### config.mk
export PLATFORM = sky130hd
export DESIGN_NAME = jtpopeye_dwnld_flat
export DESIGN_NICKNAME = d
export VERILOG_FILES = /design/src/rtl/jtpopeye_dwnld_pkg.sv /design/src/rtl/jtpopeye_dwnld_if.sv /design/src/rtl/jtpopeye_dwnld_dec.sv /design/src/rtl/jtpopeye_dwnld.sv /design/src/flat_wrapper.sv
export SDC_FILE = /design/constraint.sdc
export NUM_CORES = 1
export LEC_CHECK = 0
export CAP_MARGIN = 20
export CORE_MARGIN = 8
export CORE_UTILIZATION = 57
export CTS_CLUSTER_DIAMETER = 30
export DETAILED_ROUTE_END_ITERATION = 16
export PLACE_DENSITY = 0.84
export SETUP_SLACK_MARGIN = 0.1
export SLEW_MARGIN = 20
export SYNTH_ARGS = -nofsm -noshare
export SYNTH_HDL_FRONTEND = slang
export SYNTH_SLANG_ARGS = --single-unit
### constraint.sdc
create_clock -name clk -period 4.9 [get_ports clk]
set_input_delay 0.98 -clock clk [delete_from_list [all_inputs] [get_ports clk]]
set_output_delay 0.98 -clock clk [all_outputs]
set_load 0.02 [all_outputs]
### src/rtl/jtpopeye_dwnld_pkg.sv
// Shared types and constants for the ROM download sequencer.
package jtpopeye_dwnld_pkg;

  typedef enum logic [1:0] {
    IDLE = 2'd0,
    LOAD = 2'd1,
    HOLD = 2'd2,
    RUN  = 2'd3
  } state_t;

  // Bit positions of the regions inside the one-hot write strobe
  localparam int REG_MAIN    = 0;
  localparam int REG_CHAR    = 1;
  localparam int REG_OBJ     = 2;
  localparam int REG_PROM    = 3;
  localparam int NUM_REGIONS = 4;

  localparam int ADDR_W  = 22;
  localparam int LOCAL_W = 17;

  // Default Popeye ROM map
  localparam logic [ADDR_W-1:0] DEF_CHAR_START = 22'h08000;
  localparam logic [ADDR_W-1:0] DEF_OBJ_START  = 22'h09000;
  localparam logic [ADDR_W-1:0] DEF_PROM_START = 22'h11000;
  localparam logic [ADDR_W-1:0] DEF_ROM_END    = 22'h11240;
  localparam int                DEF_RST_HOLD   = 16;

endpackage

### src/rtl/jtpopeye_dwnld_if.sv
// HPS ioctl download bus: the frame wrapper drives it, the sequencer listens.
interface jtpopeye_dwnld_if;
  import jtpopeye_dwnld_pkg::*;

  logic              downloading;
  logic [ADDR_W-1:0] ioctl_addr;
  logic [7:0]        ioctl_data;
  logic              ioctl_wr;

  modport master (
    output downloading,
    output ioctl_addr,
    output ioctl_data,
    output ioctl_wr
  );

  modport slave (
    input downloading,
    input ioctl_addr,
    input ioctl_data,
    input ioctl_wr
  );

endinterface

### src/rtl/jtpopeye_dwnld_dec.sv
// Combinational region decoder: download address -> one-hot region,
// region-local offset and out-of-range flag.
module jtpopeye_dwnld_dec
  import jtpopeye_dwnld_pkg::*;
(
  input  logic [ADDR_W-1:0]      addr,
  input  logic [ADDR_W-1:0]      char_start,
  input  logic [ADDR_W-1:0]      obj_start,
  input  logic [ADDR_W-1:0]      prom_start,
  input  logic [ADDR_W-1:0]      rom_end,
  output logic [NUM_REGIONS-1:0] region,
  output logic [LOCAL_W-1:0]     offset,
  output logic                   oor
);

  logic [ADDR_W-1:0]  lo  [NUM_REGIONS];
  logic [ADDR_W-1:0]  hi  [NUM_REGIONS];
  logic [LOCAL_W-1:0] rel [NUM_REGIONS];

  // Regions are contiguous: each one ends where the next begins
  assign lo[REG_MAIN] = '0;
  assign hi[REG_MAIN] = char_start;
  assign lo[REG_CHAR] = char_start;
  assign hi[REG_CHAR] = obj_start;
  assign lo[REG_OBJ]  = obj_start;
  assign hi[REG_OBJ]  = prom_start;
  assign lo[REG_PROM] = prom_start;
  assign hi[REG_PROM] = rom_end;

  genvar gi;
  generate
    for (gi = 0; gi < NUM_REGIONS; gi++) begin : g_region
      assign region[gi] = (addr >= lo[gi]) && (addr < hi[gi]);
      assign rel[gi]    = 17'(addr - lo[gi]);
    end
  endgenerate

  // Select the offset of whichever region matched (at most one does)
  always_comb begin
    offset = '0;
    for (int i = 0; i < NUM_REGIONS; i++) begin
      if (region[i]) offset = rel[i];
    end
  end

  assign oor = ~|region;

endmodule

### src/rtl/jtpopeye_dwnld.sv
// ROM download sequencer: routes ioctl bytes to the ROM banks, keeps the
// game in reset across a download and judges whether the image was complete.
module jtpopeye_dwnld
  import jtpopeye_dwnld_pkg::*;
#(
  parameter logic [ADDR_W-1:0] CHAR_START = DEF_CHAR_START,
  parameter logic [ADDR_W-1:0] OBJ_START  = DEF_OBJ_START,
  parameter logic [ADDR_W-1:0] PROM_START = DEF_PROM_START,
  parameter logic [ADDR_W-1:0] ROM_END    = DEF_ROM_END,
  parameter int                RST_HOLD   = DEF_RST_HOLD
) (
  input  logic                   clk,
  input  logic                   rst,
  jtpopeye_dwnld_if.slave        ioctl,
  output logic [LOCAL_W-1:0]     prog_addr,
  output logic [7:0]             prog_data,
  output logic [NUM_REGIONS-1:0] prog_we,
  output logic                   game_rst,
  output logic                   load_done,
  output logic                   load_err,
  output logic [15:0]            checksum
);

  localparam logic [15:0] HOLD_INIT = 16'(RST_HOLD - 1);

  state_t                 state_reg, state_next;
  logic [15:0]            hold_reg;
  logic [ADDR_W-1:0]      cnt_reg;
  logic [15:0]            sum_reg;
  logic                   done_reg, err_reg, oor_reg;
  logic [NUM_REGIONS-1:0] we_reg;
  logic [LOCAL_W-1:0]     addr_reg;
  logic [7:0]             data_reg;

  logic [NUM_REGIONS-1:0] dec_region;
  logic [LOCAL_W-1:0]     dec_offset;
  logic                   dec_oor;
  logic                   load_entry, accept, acc_ok, acc_bad, eval;

  jtpopeye_dwnld_dec u_dec (
    .addr       (ioctl.ioctl_addr),
    .char_start (CHAR_START),
    .obj_start  (OBJ_START),
    .prom_start (PROM_START),
    .rom_end    (ROM_END),
    .region     (dec_region),
    .offset     (dec_offset),
    .oor        (dec_oor)
  );

  // First cycle downloading is seen from outside LOAD restarts the image.
  // Bytes are taken for the whole of LOAD, which includes the cycle in
  // which downloading falls, so a trailing byte is never lost.
  assign load_entry = ioctl.downloading && (state_reg != LOAD);
  assign accept     = (state_reg == LOAD) && ioctl.ioctl_wr;
  assign acc_ok     = accept && !dec_oor;
  assign acc_bad    = accept && dec_oor;
  assign eval       = (state_reg == HOLD) && (state_next == RUN);

  // State register
  always_ff @(posedge clk) begin
    if (rst) state_reg <= IDLE;
    else     state_reg <= state_next;
  end

  // Next-state logic
  always_comb begin
    state_next = state_reg;
    case (state_reg)
      IDLE:    state_next = ioctl.downloading ? LOAD : RUN;
      LOAD:    if (!ioctl.downloading) state_next = HOLD;
      HOLD: begin
        if (ioctl.downloading)   state_next = LOAD;
        else if (hold_reg == '0) state_next = RUN;
      end
      RUN:     if (ioctl.downloading) state_next = LOAD;
      default: state_next = IDLE;
    endcase
  end

  // Outputs decoded from state: the game only runs in RUN
  always_comb begin
    game_rst = (state_reg != RUN);
  end

  // Settle timer between the end of the transfer and game release
  always_ff @(posedge clk) begin
    if (rst) begin
      hold_reg <= '0;
    end else if ((state_reg == LOAD) && !ioctl.downloading) begin
      hold_reg <= HOLD_INIT;
    end else if ((state_reg == HOLD) && (hold_reg != '0)) begin
      hold_reg <= hold_reg - 16'd1;
    end
  end

  // Byte count, checksum and image verdict
  always_ff @(posedge clk) begin
    if (rst) begin
      cnt_reg  <= '0;
      sum_reg  <= '0;
      done_reg <= 1'b0;
      err_reg  <= 1'b0;
      oor_reg  <= 1'b0;
    end else if (load_entry) begin
      cnt_reg  <= '0;
      sum_reg  <= '0;
      done_reg <= 1'b0;
      err_reg  <= 1'b0;
      oor_reg  <= 1'b0;
    end else begin
      if (acc_ok) begin
        if (!(&cnt_reg)) cnt_reg <= cnt_reg + 22'd1;
        sum_reg <= sum_reg + {8'd0, ioctl.ioctl_data};
      end
      if (acc_bad) oor_reg <= 1'b1;
      if (eval) begin
        if ((cnt_reg == ROM_END) && !oor_reg) done_reg <= 1'b1;
        else                                  err_reg  <= 1'b1;
      end
    end
  end

  // One-cycle write strobe; address/data hold between strobes
  always_ff @(posedge clk) begin
    if (rst) begin
      we_reg   <= '0;
      addr_reg <= '0;
      data_reg <= '0;
    end else begin
      we_reg <= acc_ok ? dec_region : '0;
      if (acc_ok) begin
        addr_reg <= dec_offset;
        data_reg <= ioctl.ioctl_data;
      end
    end
  end

  assign prog_we   = we_reg;
  assign prog_addr = addr_reg;
  assign prog_data = data_reg;
  assign load_done = done_reg;
  assign load_err  = err_reg;
  assign checksum  = sum_reg;

endmodule

### src/flat_wrapper.sv
// flat-port wrapper written by rule: the top's interface ports become plain ports
module jtpopeye_dwnld_flat import jtpopeye_dwnld_pkg::*;
#(
  parameter logic [ADDR_W-1:0] CHAR_START = DEF_CHAR_START,
  parameter logic [ADDR_W-1:0] OBJ_START  = DEF_OBJ_START,
  parameter logic [ADDR_W-1:0] PROM_START = DEF_PROM_START,
  parameter logic [ADDR_W-1:0] ROM_END    = DEF_ROM_END,
  parameter int                RST_HOLD   = DEF_RST_HOLD
)
  (clk, rst, prog_addr, prog_data, prog_we, game_rst, load_done, load_err, checksum, ioctl_downloading, ioctl_ioctl_addr, ioctl_ioctl_data, ioctl_ioctl_wr);
  jtpopeye_dwnld_if ioctl_i ();
  input  logic clk;
  input  logic rst;
  output logic [LOCAL_W-1:0] prog_addr;
  output logic [7:0] prog_data;
  output logic [NUM_REGIONS-1:0] prog_we;
  output logic game_rst;
  output logic load_done;
  output logic load_err;
  output logic [15:0] checksum;
  input wire logic [$bits(ioctl_i.downloading)-1:0] ioctl_downloading;
  input wire logic [$bits(ioctl_i.ioctl_addr)-1:0] ioctl_ioctl_addr;
  input wire logic [$bits(ioctl_i.ioctl_data)-1:0] ioctl_ioctl_data;
  input wire logic [$bits(ioctl_i.ioctl_wr)-1:0] ioctl_ioctl_wr;
  assign ioctl_i.downloading = ioctl_downloading;
  assign ioctl_i.ioctl_addr = ioctl_ioctl_addr;
  assign ioctl_i.ioctl_data = ioctl_ioctl_data;
  assign ioctl_i.ioctl_wr = ioctl_ioctl_wr;
  jtpopeye_dwnld #(.CHAR_START(CHAR_START), .OBJ_START(OBJ_START), .PROM_START(PROM_START), .ROM_END(ROM_END), .RST_HOLD(RST_HOLD)) u_core (.clk(clk), .rst(rst), .ioctl(ioctl_i), .prog_addr(prog_addr), .prog_data(prog_data), .prog_we(prog_we), .game_rst(game_rst), .load_done(load_done), .load_err(load_err), .checksum(checksum));
endmodule
==> summary.txt <==
STA
  – Fin crit share: 73.6%
  – Slew headroom: 30.7%
  – Clk_skew: 0.0103 ns
  – Fmax: approximately 0.28 GHz
  – Final setup margin: 1.29 ns
  – WHS: around 0.46 ns
  – Setup violators final: 0
  – Max Transition Viols Final: 0
  – Final Hold Viols: 0
  – Worst slew pin tran: 1.04 ns
  – Post-route setup TNS: 0 ns
  – Minimum clock period: roughly 3.6 ns
  – Setup repair after global routing missed its margin: false

Clock network
  – Post-CTS setup buffers: 0
  – Post-CTS sizing: 0
  – CTS Sinks: just under 90
  – Clock Path Buffers: 2
  – H-Tree Depth: 3
  – Worst-Skew Late Latency: 0.36 ns
  – Clk slew on worst S/H paths: 0.09 ns
  – Root Buffer: clkbuf_8
  – Cts hold-fix bufs: 0
  – Num CTS Buffers: 9
  – TritonCTS clock tree: yes

Synthesis
  – Top post-synthesis cells by area: dfxtp_1 (39%), a21oi_1 (6.7%), nand2_1 (6.4%)
  – Post-synth EDFFs: 0
  – Dominant synthesized flop cell: dfxtp_1
  – Yosys reg bits: 88
  – Share of the synthesized area in the top cell type: 38.7%
  – Synth warnings: 0
  – Seq/Total Area, Yosys: approximately two fifths
  – Largest family of logic cells by synthesized area: simple AND/OR/NAND/NOR gates
  – Compound-Gate Fraction of Synth Area: 21.5%
  – Syn avg cell area: 8.33 um2
  – Xor and xnor fraction of the mapped netlist area: 2.50%
  – Synth Area in Simple Gates: 28.3%
  – Syn Inst Count: 547
  – Synthesized cell area: ~4600 um2
  – Post-Synth Adder-Cell Area: under 10%
  – Yosys cell types: 61
  – Syn_nets: 597
  – Post-synthesis mux area share: 0.879%
  – Yosys top cell by area: dfxtp_1
  – Async SR Flop Fraction: 0%

Worst setup path
  – WP data arrival: 3.83 ns
  – CP Launch Type: input port
  – Critical path endpoint category: flop
  – Worst-path cell chain: clkdlybuf4s50_1, inv_1, ha_1, nor3_1, a21o_2, buf_4, a2111o_1, o311ai_1
  – Slowest cell on crit path: a21o_2
  – CP Class: input port to flop
  – CP Data Required Time: 5.13 ns
  – Max stage delay on crit path: 0.90 ns
  – CP Max Fanout: 66

Finish
  – Layout Utilization: between 70 and 80%
  – Design area: between 5000 and 6000 um2
  – Fraction of layout cells with a size suffix above 1: roughly 5.6%
  – Largest register FFs: 22
  – Non-filler instance count after layout: 727
  – Nets: 670
  – Antenna diode count: 0
  – Area growth syn-to-layout: 23.3%

Min path
  – Worst hold path class: flop to flop

Pwr
  – Sequential power share: 52.3%
  – Peak supply drop: 0.000161 V
  – Sw Share: between 20 and 30%
  – Power Internal: 1.02 mW
  – Combinational power share: between 10% and 20%
  – Switching power: 399 uW
  – Tot Pwr: 1.42 mW
  – Leak pwr: between 1.5 and 2 nW
  – Pwr Density: 253 nW/um2
  – Clk network pwr share: 33.9%

Detailed routing
  – DRC: 0
  – Starting DRT DRC Count: 170
  – Final ANT Viol Nets: 0
  – WL final: 11400 um
  – Routed via count: roughly 4400
  – Routed len/inst: 15.7 um
  – Drt first pass iters: 7
  – Vias per Instance: 6.03

GRT
  – Vias in the first global route: 4154
  – Largest net degree at the start of global routing: 67
  – Total GRT Usage: approximately a fifth
  – First-pass GRT wire length: 19000 um
  – Remaining Overflow, GRT: 0
  – Antenna violations before repair: 0

Place
  – Post-DP HPWL: 8200 um
  – Routability Congestion: 0.880
  – Inst Count DP: just over 700
  – Instance area at placement: 5430 um2
  – DP Worst Slack: 1.04 ns
  – Port bufs: 81

Die
  – IO Pins: 82
  – Die area: 11100 um2
  – Die X: 105 um
  – Initial core utilization: 59.0%
  – Die height: 105 um
  – Core area: 7730 um2
  – Rows: 32

Outcome
  – Outcome: completed

Job
  – Max cap viols: 0
[Yosys cell counts (8+ instances only)]
cell	count
dfxtp_1	88
nand2_1	78
a21oi_1	61
or4_1	24
o31ai_1	23
clkbuf_1	22
nor2_1	22
nor3_1	17
nand3_1	16
ha_1	15
inv_1	14
or3_1	12
o21ai_0	11
nand2b_1	10
o21ai_1	10
a31oi_1	8
nor4_1	8
xor2_1	8
[layout by cell type (no fill, tap or decap), drive strengths merged, types with 4 or more instances in the layout]
cell           instances
a21o                   5
a21oi                 61
a31oi                  8
and2                   4
and3                   4
and4                   5
buf                    6
clkbuf                12
clkdlybuf4s50         81
dfxtp                 88
ha                    15
inv                   14
mux2i                  4
nand2                 78
nand2b                11
nand3                 16
nand4                  7
nor2                  22
nor3                  18
nor4                   9
nor4b                  4
o211ai                 4
o21ai                 21
o311ai                 5
o31ai                 23
or2                    4
or3                   13
or4                   27
xnor2                  5
xor2                   8
[per-layer routing]
layer | GRT usage [%] | wire, um | vias to the layer above
met5 | 0 | 0 | -
met4 | 6.73 | 172 | 0
met3 | 4.38 | 514 | 13
met2 | 34.8 | 5690 | 84
met1 | 23.8 | 5070 | 2096
li1 | - | - | 2190
[power by group through the flow]
stage	Combinational, mW	Sequential, mW	Clock [mW]
2_1_floorplan	0.133	0.757	0
3_3_place_gp	0.188	0.759	0
3_5_place_dp	0.193	0.760	0
4_1_cts	0.195	0.743	0.483
5_1_grt	0.217	0.745	0.508
6_report	0.197	0.743	0.482
[worst max-delay path: cells and delay by family]
kind,cells,cell delay [ns]
AOI/OAI and AO/OA,3,1.11
buffers and inverters,3,1.06
and+or+nand+nor,1,0.37
adders and majority gates,1,0.27
[final timing paths]
| kind | startpoint | end | slack [ns] | cells after the start |
|---|---|---|---|---|
| worst max-delay path | ioctl_ioctl_addr[12] | u_core.prog_addr[12] | 1.29 | 8 |
| worst min-delay path | u_core.prog_addr[0] | u_core.prog_addr[0] | 0.46 | 2 |
| worst max register to register | u_core.state_reg[1] | u_core.prog_addr[12] | 2.43 | 6 |
| worst min register to register | u_core.prog_addr[0] | u_core.prog_addr[0] | 0.46 | 2 |
[area by class of cell]
| cell class | instances | area, um2 |
|---|---|---|
| Inverter | 15 | 56.3 |
| Timing Repair Buffer | 87 | 856 |
| Sequential cell | 88 | 1760 |
| Multi-Input combinational cell | 419 | 2630 |
| Clock inverter | 4 | 28.8 |
| Clock buffer | 12 | 155 |
| Tap cell | 102 | 128 |
| Fill cell | 605 | 2110 |
[kinds of logic after synthesis]
group | after synthesis
and+or+nand+nor | 233
muxes | 4
buffers and inverters | 40
DFF | 88
AOI/OAI and AO/OA | 153
adders and majority gates | 16
xor gates and xnor gates | 13
No activity file was read; power rests on OpenSTA's default activity.
